`config.mk`:
```
export PLATFORM = sky130hd
export DESIGN_NAME = reg_wb_flat
export DESIGN_NICKNAME = d
export VERILOG_FILES = /design/src/rtl/reg_wb_if.sv /design/src/rtl/reg_wb.sv /design/src/flat_wrapper.sv
export SDC_FILE = /design/constraint.sdc
export NUM_CORES = 1
export LEC_CHECK = 0
export ABC_CLOCK_PERIOD_IN_PS = 2900
export BUFFER_PORTS_ARGS = -buffer_cell sky130_fd_sc_hd__buf_4
export CELL_PAD_IN_SITES_DETAIL_PLACEMENT = 0
export CELL_PAD_IN_SITES_GLOBAL_PLACEMENT = 2
export CORE_MARGIN = 3
export CORE_UTILIZATION = 25
export DETAILED_ROUTE_END_ITERATION = 8
export MAX_ROUTING_LAYER = met4
export PLACE_DENSITY = 0.79
export SLEW_MARGIN = 25
export SYNTH_ARGS = -nofsm -noshare
export SYNTH_HDL_FRONTEND = slang
export SYNTH_SLANG_ARGS = --single-unit
```
`constraint.sdc`:
```
create_clock -name CLK_WB -period 2.9 [get_ports CLK_WB]
set_clock_uncertainty 0.15 [all_clocks]
set_input_delay 0.145 -clock CLK_WB [delete_from_list [all_inputs] [get_ports CLK_WB]]
set_output_delay 0.145 -clock CLK_WB [all_outputs]
set_load 0.02 [all_outputs]
```
`src/rtl/reg_wb_if.sv`:
```
// Bus bundle between register decode / execute / memory and the reg_wb stage.
// master: the decode/execute/memory side drives commits and issues and reads the registers.
// slave : reg_wb receives commits and issues and drives register contents, BUSY, STALL, WB_CNT and COLLIDE.
interface reg_wb_if;
  logic        WB_EN;
  logic [2:0]  N_REG_WB;
  logic [15:0] RESULT;
  logic        LD_EN;
  logic [2:0]  N_REG_LD;
  logic [15:0] LD_DATA;
  logic        ISSUE_EN;
  logic [2:0]  N_REG_ISSUE;
  logic [2:0]  N_REG_SRC;
  logic [15:0] REG0, REG1, REG2, REG3, REG4, REG5, REG6, REG7;
  logic [7:0]  BUSY;
  logic        STALL;
  logic [15:0] WB_CNT;
  logic        COLLIDE;

  modport master (
    output WB_EN, N_REG_WB, RESULT, LD_EN, N_REG_LD, LD_DATA,
           ISSUE_EN, N_REG_ISSUE, N_REG_SRC,
    input  REG0, REG1, REG2, REG3, REG4, REG5, REG6, REG7,
           BUSY, STALL, WB_CNT, COLLIDE
  );

  modport slave (
    input  WB_EN, N_REG_WB, RESULT, LD_EN, N_REG_LD, LD_DATA,
           ISSUE_EN, N_REG_ISSUE, N_REG_SRC,
    output REG0, REG1, REG2, REG3, REG4, REG5, REG6, REG7,
           BUSY, STALL, WB_CNT, COLLIDE
  );
endinterface

```
`src/rtl/reg_wb.sv`:
```
// Register file and write-back stage: eight 16-bit registers, busy scoreboard,
// commit counter and sticky WB/LD collision flag.
// Ports:
//   CLK_WB : stage clock, all state updates on the rising edge
//   RESET  : synchronous active-high reset
//   bus    : reg_wb_if.slave (commit/issue inputs; REG0..7, BUSY, STALL, WB_CNT, COLLIDE outputs)
module reg_wb (
  input  logic     CLK_WB,
  input  logic     RESET,
  reg_wb_if.slave  bus
);

  logic [15:0] regs_q [8];
  logic [15:0] regs_d [8];
  logic [7:0]  busy_q, busy_d;
  logic [15:0] wb_cnt_q, wb_cnt_d;
  logic        collide_q, collide_d;

  logic        stall;
  logic        issue_ok;
  logic        same_dst;
  logic [1:0]  n_commit;

  always_comb begin
    // STALL looks only at the pre-edge scoreboard: no bypass from same-cycle commits.
    stall    = bus.ISSUE_EN & (busy_q[bus.N_REG_SRC] | busy_q[bus.N_REG_ISSUE]);
    issue_ok = bus.ISSUE_EN & ~stall;
    same_dst = bus.WB_EN & bus.LD_EN & (bus.N_REG_WB == bus.N_REG_LD);

    regs_d    = regs_q;
    busy_d    = busy_q;
    collide_d = collide_q | same_dst;

    // LD is applied after WB so load data wins on a shared destination.
    if (bus.WB_EN) begin
      regs_d[bus.N_REG_WB] = bus.RESULT;
      busy_d[bus.N_REG_WB] = 1'b0;
    end
    if (bus.LD_EN) begin
      regs_d[bus.N_REG_LD] = bus.LD_DATA;
      busy_d[bus.N_REG_LD] = 1'b0;
    end
    // Issue is applied last so it overrides a same-cycle clear.
    if (issue_ok) begin
      busy_d[bus.N_REG_ISSUE] = 1'b1;
    end

    // A collided pair counts as a single committed write.
    n_commit = {1'b0, bus.WB_EN} + {1'b0, bus.LD_EN} - {1'b0, same_dst};
    wb_cnt_d = wb_cnt_q + {14'd0, n_commit};
  end

  always_ff @(posedge CLK_WB) begin
    if (RESET) begin
      for (int unsigned i = 0; i < 8; i++) begin
        regs_q[i] <= '0;
      end
      busy_q    <= '0;
      wb_cnt_q  <= '0;
      collide_q <= 1'b0;
    end else begin
      regs_q    <= regs_d;
      busy_q    <= busy_d;
      wb_cnt_q  <= wb_cnt_d;
      collide_q <= collide_d;
    end
  end

  assign bus.REG0    = regs_q[0];
  assign bus.REG1    = regs_q[1];
  assign bus.REG2    = regs_q[2];
  assign bus.REG3    = regs_q[3];
  assign bus.REG4    = regs_q[4];
  assign bus.REG5    = regs_q[5];
  assign bus.REG6    = regs_q[6];
  assign bus.REG7    = regs_q[7];
  assign bus.BUSY    = busy_q;
  assign bus.STALL   = stall;
  assign bus.WB_CNT  = wb_cnt_q;
  assign bus.COLLIDE = collide_q;

endmodule
```
`src/flat_wrapper.sv`:
```
// flat-port wrapper written by rule: the top's interface ports become plain ports
module reg_wb_flat 
  (CLK_WB, RESET, bus_WB_EN, bus_N_REG_WB, bus_RESULT, bus_LD_EN, bus_N_REG_LD, bus_LD_DATA, bus_ISSUE_EN, bus_N_REG_ISSUE, bus_N_REG_SRC, bus_REG0, bus_REG1, bus_REG2, bus_REG3, bus_REG4, bus_REG5, bus_REG6, bus_REG7, bus_BUSY, bus_STALL, bus_WB_CNT, bus_COLLIDE);
  reg_wb_if bus_i ();
  input  logic CLK_WB;
  input  logic RESET;
  input wire logic [$bits(bus_i.WB_EN)-1:0] bus_WB_EN;
  input wire logic [$bits(bus_i.N_REG_WB)-1:0] bus_N_REG_WB;
  input wire logic [$bits(bus_i.RESULT)-1:0] bus_RESULT;
  input wire logic [$bits(bus_i.LD_EN)-1:0] bus_LD_EN;
  input wire logic [$bits(bus_i.N_REG_LD)-1:0] bus_N_REG_LD;
  input wire logic [$bits(bus_i.LD_DATA)-1:0] bus_LD_DATA;
  input wire logic [$bits(bus_i.ISSUE_EN)-1:0] bus_ISSUE_EN;
  input wire logic [$bits(bus_i.N_REG_ISSUE)-1:0] bus_N_REG_ISSUE;
  input wire logic [$bits(bus_i.N_REG_SRC)-1:0] bus_N_REG_SRC;
  output wire logic [$bits(bus_i.REG0)-1:0] bus_REG0;
  output wire logic [$bits(bus_i.REG1)-1:0] bus_REG1;
  output wire logic [$bits(bus_i.REG2)-1:0] bus_REG2;
  output wire logic [$bits(bus_i.REG3)-1:0] bus_REG3;
  output wire logic [$bits(bus_i.REG4)-1:0] bus_REG4;
  output wire logic [$bits(bus_i.REG5)-1:0] bus_REG5;
  output wire logic [$bits(bus_i.REG6)-1:0] bus_REG6;
  output wire logic [$bits(bus_i.REG7)-1:0] bus_REG7;
  output wire logic [$bits(bus_i.BUSY)-1:0] bus_BUSY;
  output wire logic [$bits(bus_i.STALL)-1:0] bus_STALL;
  output wire logic [$bits(bus_i.WB_CNT)-1:0] bus_WB_CNT;
  output wire logic [$bits(bus_i.COLLIDE)-1:0] bus_COLLIDE;
  assign bus_i.WB_EN = bus_WB_EN;
  assign bus_i.N_REG_WB = bus_N_REG_WB;
  assign bus_i.RESULT = bus_RESULT;
  assign bus_i.LD_EN = bus_LD_EN;
  assign bus_i.N_REG_LD = bus_N_REG_LD;
  assign bus_i.LD_DATA = bus_LD_DATA;
  assign bus_i.ISSUE_EN = bus_ISSUE_EN;
  assign bus_i.N_REG_ISSUE = bus_N_REG_ISSUE;
  assign bus_i.N_REG_SRC = bus_N_REG_SRC;
  assign bus_REG0 = bus_i.REG0;
  assign bus_REG1 = bus_i.REG1;
  assign bus_REG2 = bus_i.REG2;
  assign bus_REG3 = bus_i.REG3;
  assign bus_REG4 = bus_i.REG4;
  assign bus_REG5 = bus_i.REG5;
  assign bus_REG6 = bus_i.REG6;
  assign bus_REG7 = bus_i.REG7;
  assign bus_BUSY = bus_i.BUSY;
  assign bus_STALL = bus_i.STALL;
  assign bus_WB_CNT = bus_i.WB_CNT;
  assign bus_COLLIDE = bus_i.COLLIDE;
  reg_wb u_core (.CLK_WB(CLK_WB), .RESET(RESET), .bus(bus_i));
endmodule
```
---- After elaboration in Yosys (flattened, before gate mapping) ----
Cells that the tools add are included.
storage, ports and cells
  register bits ........................... 153
  input bits .............................. 49
  output and inout bits ................... 154
operators by class
  $add $sub $neg .......................... 3
  order comparisons ....................... 11
  eq/ne operators ......................... 1
  multiplexer cells ....................... 21
  bitwise operators ....................... 14
  reductions and logical operators ........ 5
operator list
  kind                                                        count
  bitwise mux 128 bit                                         2
  two-way mux 128 bit                                         2
  demux 16 bit (select 3 bit)                                 2
  two-way mux 16 bit                                          2
  two-way mux 8 bit                                           3
  adder 16 x 2 -> 16 bit                                      1
  AND 8 bit                                                   2
  less-than comparator 3 x 4 -> 1 bit, second input constant  4
  NOT 8 bit                                                   2
  demux 1 bit (select 3 bit)                                  3
  >= comparator 3 x 1 -> 1 bit, second input constant         3
  >= comparator 4 bit, second input constant                  2
  less-than comparator 4 x 1 -> 1 bit, second input constant  2
  NOT 3 -> 4 bit                                              2
  bitwise OR 8 bit                                            1
  binary-select mux 1 bit (select 3 bit)                      2
  logical AND 1 bit                                           5
  two-way mux 1 bit                                           5
  AND 1 bit                                                   4
  equality test 3 bit                                         1
  adder 1 x 1 -> 2 bit                                        1
  bitwise OR 1 bit                                            2
  subtractor 2 x 1 -> 2 bit                                   1
  NOT 1 bit                                                   1

---- Longest topological paths before layout ----
  word-level depth ........................ 11
  mapped depth ............................ 12

---- Worst setup path after synthesis ----
Ideal clock, no wire load.
  path type ............................... input to register
  from .................................... input port bus_N_REG_WB[1]
  to ...................................... register u_core.wb_cnt_q[13] (netlist: u_core.bus.WB_CNT[13])
  setup time .............................. 0.123 ns
  arrival time ............................ 2.625 ns
  data required time ...................... 2.627 ns
  path slack .............................. 0.002 ns
  stages on the path ...................... 12
  path through ............................ buf_4 xor2_1 nor4_1 ha_1 inv_1 ha_1 xor2_1 ha_1 a21oi_1 nor4_4 nand3_1 mux2_1
between the ends
  word-level cells in the longest chain between the ends .. 4
ends and longest elaborated chain
  element                    line               RTL
  start: declaration         flat_wrapper.sv:8  input wire logic [$bits(bus_i.N_REG_WB)-1:0] bus_N_REG_WB;
  equality test 3 bit        reg_wb.sv:28       same_dst = bus.WB_EN & bus.LD_EN & (bus.N_REG_WB == bus.N_REG_LD);
  AND 1 bit                  reg_wb.sv:28
  subtractor 2 x 1 -> 2 bit  reg_wb.sv:49       n_commit = {1'b0, bus.WB_EN} + {1'b0, bus.LD_EN} - {1'b0, same_dst};
  adder 16 x 2 -> 16 bit     reg_wb.sv:50       wb_cnt_d = wb_cnt_q + {14'd0, n_commit};
  end signal: assignment     reg_wb.sv:64       wb_cnt_q <= wb_cnt_d;
  end: declaration           reg_wb.sv:16       logic [15:0] wb_cnt_q, wb_cnt_d;
Every way passes these cells.
A chain may end at the register's enable or synchronous reset.

---- Final worst setup path ----
  from .................................... input port bus_N_REG_WB[1]
  to ...................................... register u_core.wb_cnt_q[9] (netlist: u_core.bus.WB_CNT[9])
The elaborated chain is that of the path after synthesis.

==> qor.yml <==
setup_path:
  crit_family: "simple AND/OR/NAND/NOR gates"
  cp_num_cells: 14
  crit_fanout: 4
  required_ns: 3.04
  r2r_cells: 5
  path_cells: "buf_4, xor2_1, nor4_1, ha_1, inv_1, ha_1, xor2_1, ha_1, a21oi_1, buf_4, buf_4, nor4_1, xnor2_1, nor2_1"
  crit_arrival_ns: 2.60
  max_stage_delay_ns: 0.40
  end_kind: "flip-flop"
  path_buf_inv: 4
  startpoint_type: "input pin"
  path_class: "in2reg"
  slowest_stage: "nor4_1"
sta:
  max_freq_mhz: 406
  period_needed_ns: 2.46
  tightest_slew_ns: 0.785
  slew_headroom_pct: 47.6
  setup_slack_ns: 0.439
  slew_violations: 0
  whs_ns: 0.0246
  hold_viol: 0
  rsz0062_at_grt: "false"
  finalSetupViolations: 0
  finalCritPeriodShare_pct: 84.9
placed_design:
  port_buffers: 202
  dp.cells: 1278
  placed_area_um2: 8970
  gp_congestion: 0.770
  dp_slack_ns: -0.0178
  dp_hpwl_mm: 17.5
global_routing:
  antenna_found_initial: 0
  overflow: 0
  track_usage_pct: 17.1
  grt_pass1_wl_mm: 39.7
  grt_pass1_vias: 6251
  grt_max_degree: 66
power:
  leakagePower_uw: 0.00442
  p_int_uw: 3850
  seq_power_share_pct: 41.8
  switching_share_pct: 29.2
  p_per_area_nw_per_um2: 539
  vdd_ir_drop_max_mv: 0.371
  combPwrFrac_pct: 15.5
  clkPwrFrac_pct: 42.8
  p_switching_uw: 1590
job:
  max-cap-violations: 0
route:
  drc_errors: 0
  wl_per_cell_um: 19.1
  via_per_inst: 4.67
  vias: 6360
  drtIter0Drc: 358
  drtPass1Iterations: 5
  drt_wl_total_mm: 26.0
  antenna_left: 0
floorplan:
  start_util_pct: 25.8
  rows: 61
  io_pins: 203
  die_area_um2: 31100
  die_h_um: 176
  coreArea_um2: 28200
  die_w_um: 176
finish:
  insertedDiodeCount: 0
  final_util_pct: 35.8
  nets: 1024
  syn2layout_area_growth_pct: 39.0
  drive_gt1_share_pct: 27.9
  finalNonFillerCells: 1361
  num-fill-cells: 2866
  final_area_um2: 10100
outcome:
  status: "complete, no violations"
clocking:
  htreeDepth: 4
  post_cts_buffers: 0
  path_clk_slew_ns: 0.08
  cts_resized: 0
  cts.sinks: 153
  cts_hold_buffers: 51
  cts_made_buffers: 17
  cts_tree: "built"
  cts_root_buf: "clkbuf_16"
  clk_latency_ns: 0.42
  clk_path_buf_depth: 2
synth:
  synth_top_area_share_pct: 42.2
  avgSynthCellArea_um2: 9.48
  yosysUniqueCellTypes: 44
  syn-num-nets: 819
  synth_area_leaders: "dfxtp_1 42%, mux2i_1 18%, a211oi_1 13%"
  syn-instance-count: 765
  synth-async-reset-ratio_pct: 0
  ys.flop_type: "dfxtp_1"
  yosys.area.top_type: "dfxtp_1"
  yosys_warnings: 0
  ys_ff_latch: 153
  synth_edf_count: 0
  synth_area_um2: 7250
  ys_seq_area_share_pct: 42.2
min_path:
  min_path_type: "in2reg"
  whs_path_depth: 3
[per-stage QoR]
stage               setup TNS [ns]  total power [µW]
finish                           0              5430
floorplan                        0              2770
global placement                 0              3110
global route                     0              5680
CTS                              0              5520
detailed placement         -0.0548              3110
[flip-flops by register name, summed over array words and instances (netlist names)]
name,flops
u_core.bus.BUSY,8
u_core.bus.COLLIDE,1
u_core.bus.REG0,16
u_core.bus.REG1,16
u_core.bus.REG2,16
u_core.bus.REG3,16
u_core.bus.REG4,16
u_core.bus.REG5,16
u_core.bus.REG6,16
u_core.bus.REG7,16
u_core.bus.WB_CNT,16
[synth_stat cells (3+ instances only)]
library cell	number
a211oi_1	125
a211oi_2	3
a21oi_1	3
buf_1	3
buf_4	19
buf_6	5
clkbuf_1	48
clkbuf_2	15
dfxtp_1	153
ha_1	4
inv_1	7
mux2i_1	134
nand2_1	10
nand2b_1	3
nand3_1	9
nand3b_1	4
nand4_1	5
nand4b_1	7
nor2_1	147
nor2b_1	8
nor3_1	3
nor4_1	4
o21ai_0	3
o22ai_1	3
xnor2_1	10
xor2_1	5
[power by group through the flow]
stage | Sequential [µW] | Combinational [µW] | Clock [µW]
floorplan | 2430 | 340 | 0
global placement | 2310 | 794 | 0
detailed placement | 2320 | 798 | 0
CTS | 2270 | 853 | 2400
global route | 2280 | 911 | 2490
finish | 2270 | 842 | 2320
[per-layer routing]
metal  vias to the layer above  track usage, %  share of wire [%]
li1                       3142               -                  -
met1                      3021            21.6                 45
met2                       182            27.2                 47
met3                        15            5.31                6.7
met4                         0            3.31                1.0
met5                         -               -                  0
[area by class of cell]
class                   instances  area, µm²  area share (%)
clock buffers                  19        453            4.49
clock inverters                13        151            1.50
inverters                       7       26.3           0.261
multi-input cells             511       3670            36.4
flip-flops and latches        153       3060            30.4
well taps                     378        473            4.69
repair buffers                280       2240            22.2
[worst reg2reg max path, cell delays in order (launching register included)]
cell and delay [ns]:
dfxtp_1 0.45, mux2i_1 0.11, mux4_2 0.50, nand4_1 0.23, o32ai_1 0.10, dlygate4sd3_1 0.57
[cells by family (layout without fill, tap and decap cells)]
group | Yosys count | after routing | synth area share, %
simple gates | 209 | 209 | 13.4
flops | 153 | 153 | 42.2
buf+inv | 101 | 319 | 7.47
compound gates | 145 | 145 | 15.0
mux | 137 | 137 | 19.1
xor+xnor | 15 | 15 | 1.81
fa+ha+maj | 5 | 5 | 0.966
[cells in the final DEF (no fill, tap or decap), types with 3 or more instances in the layout]
cell type	n
nand2_1	10
nand3_1	9
ha_1	4
xor2_1	5
nand4b_1	7
o21ai_0	3
dfxtp_1	153
inv_8	4
buf_4	228
xnor2_1	10
clkbuf_16	17
nand2b_1	3
inv_1	7
inv_6	4
nand3b_1	4
nor3_1	3
a21oi_1	3
mux2i_1	134
o22ai_1	3
nor2_1	147
a211oi_2	3
a211oi_1	125
dlygate4sd3_1	51
nor2b_1	8
nor4_1	4
nand4_1	5
[path summary, 6_finish.rpt]
path,slack [ns],start,to
max reg2reg,0.68,u_core.bus.BUSY[7],u_core.bus.BUSY[1]
max,0.44,bus_N_REG_WB[1],u_core.bus.WB_CNT[9]
min reg2reg,0.33,u_core.bus.COLLIDE,u_core.bus.COLLIDE
min,0.02,bus_N_REG_ISSUE[0],u_core.bus.BUSY[7]
Power figures use the tool's default switching activity.
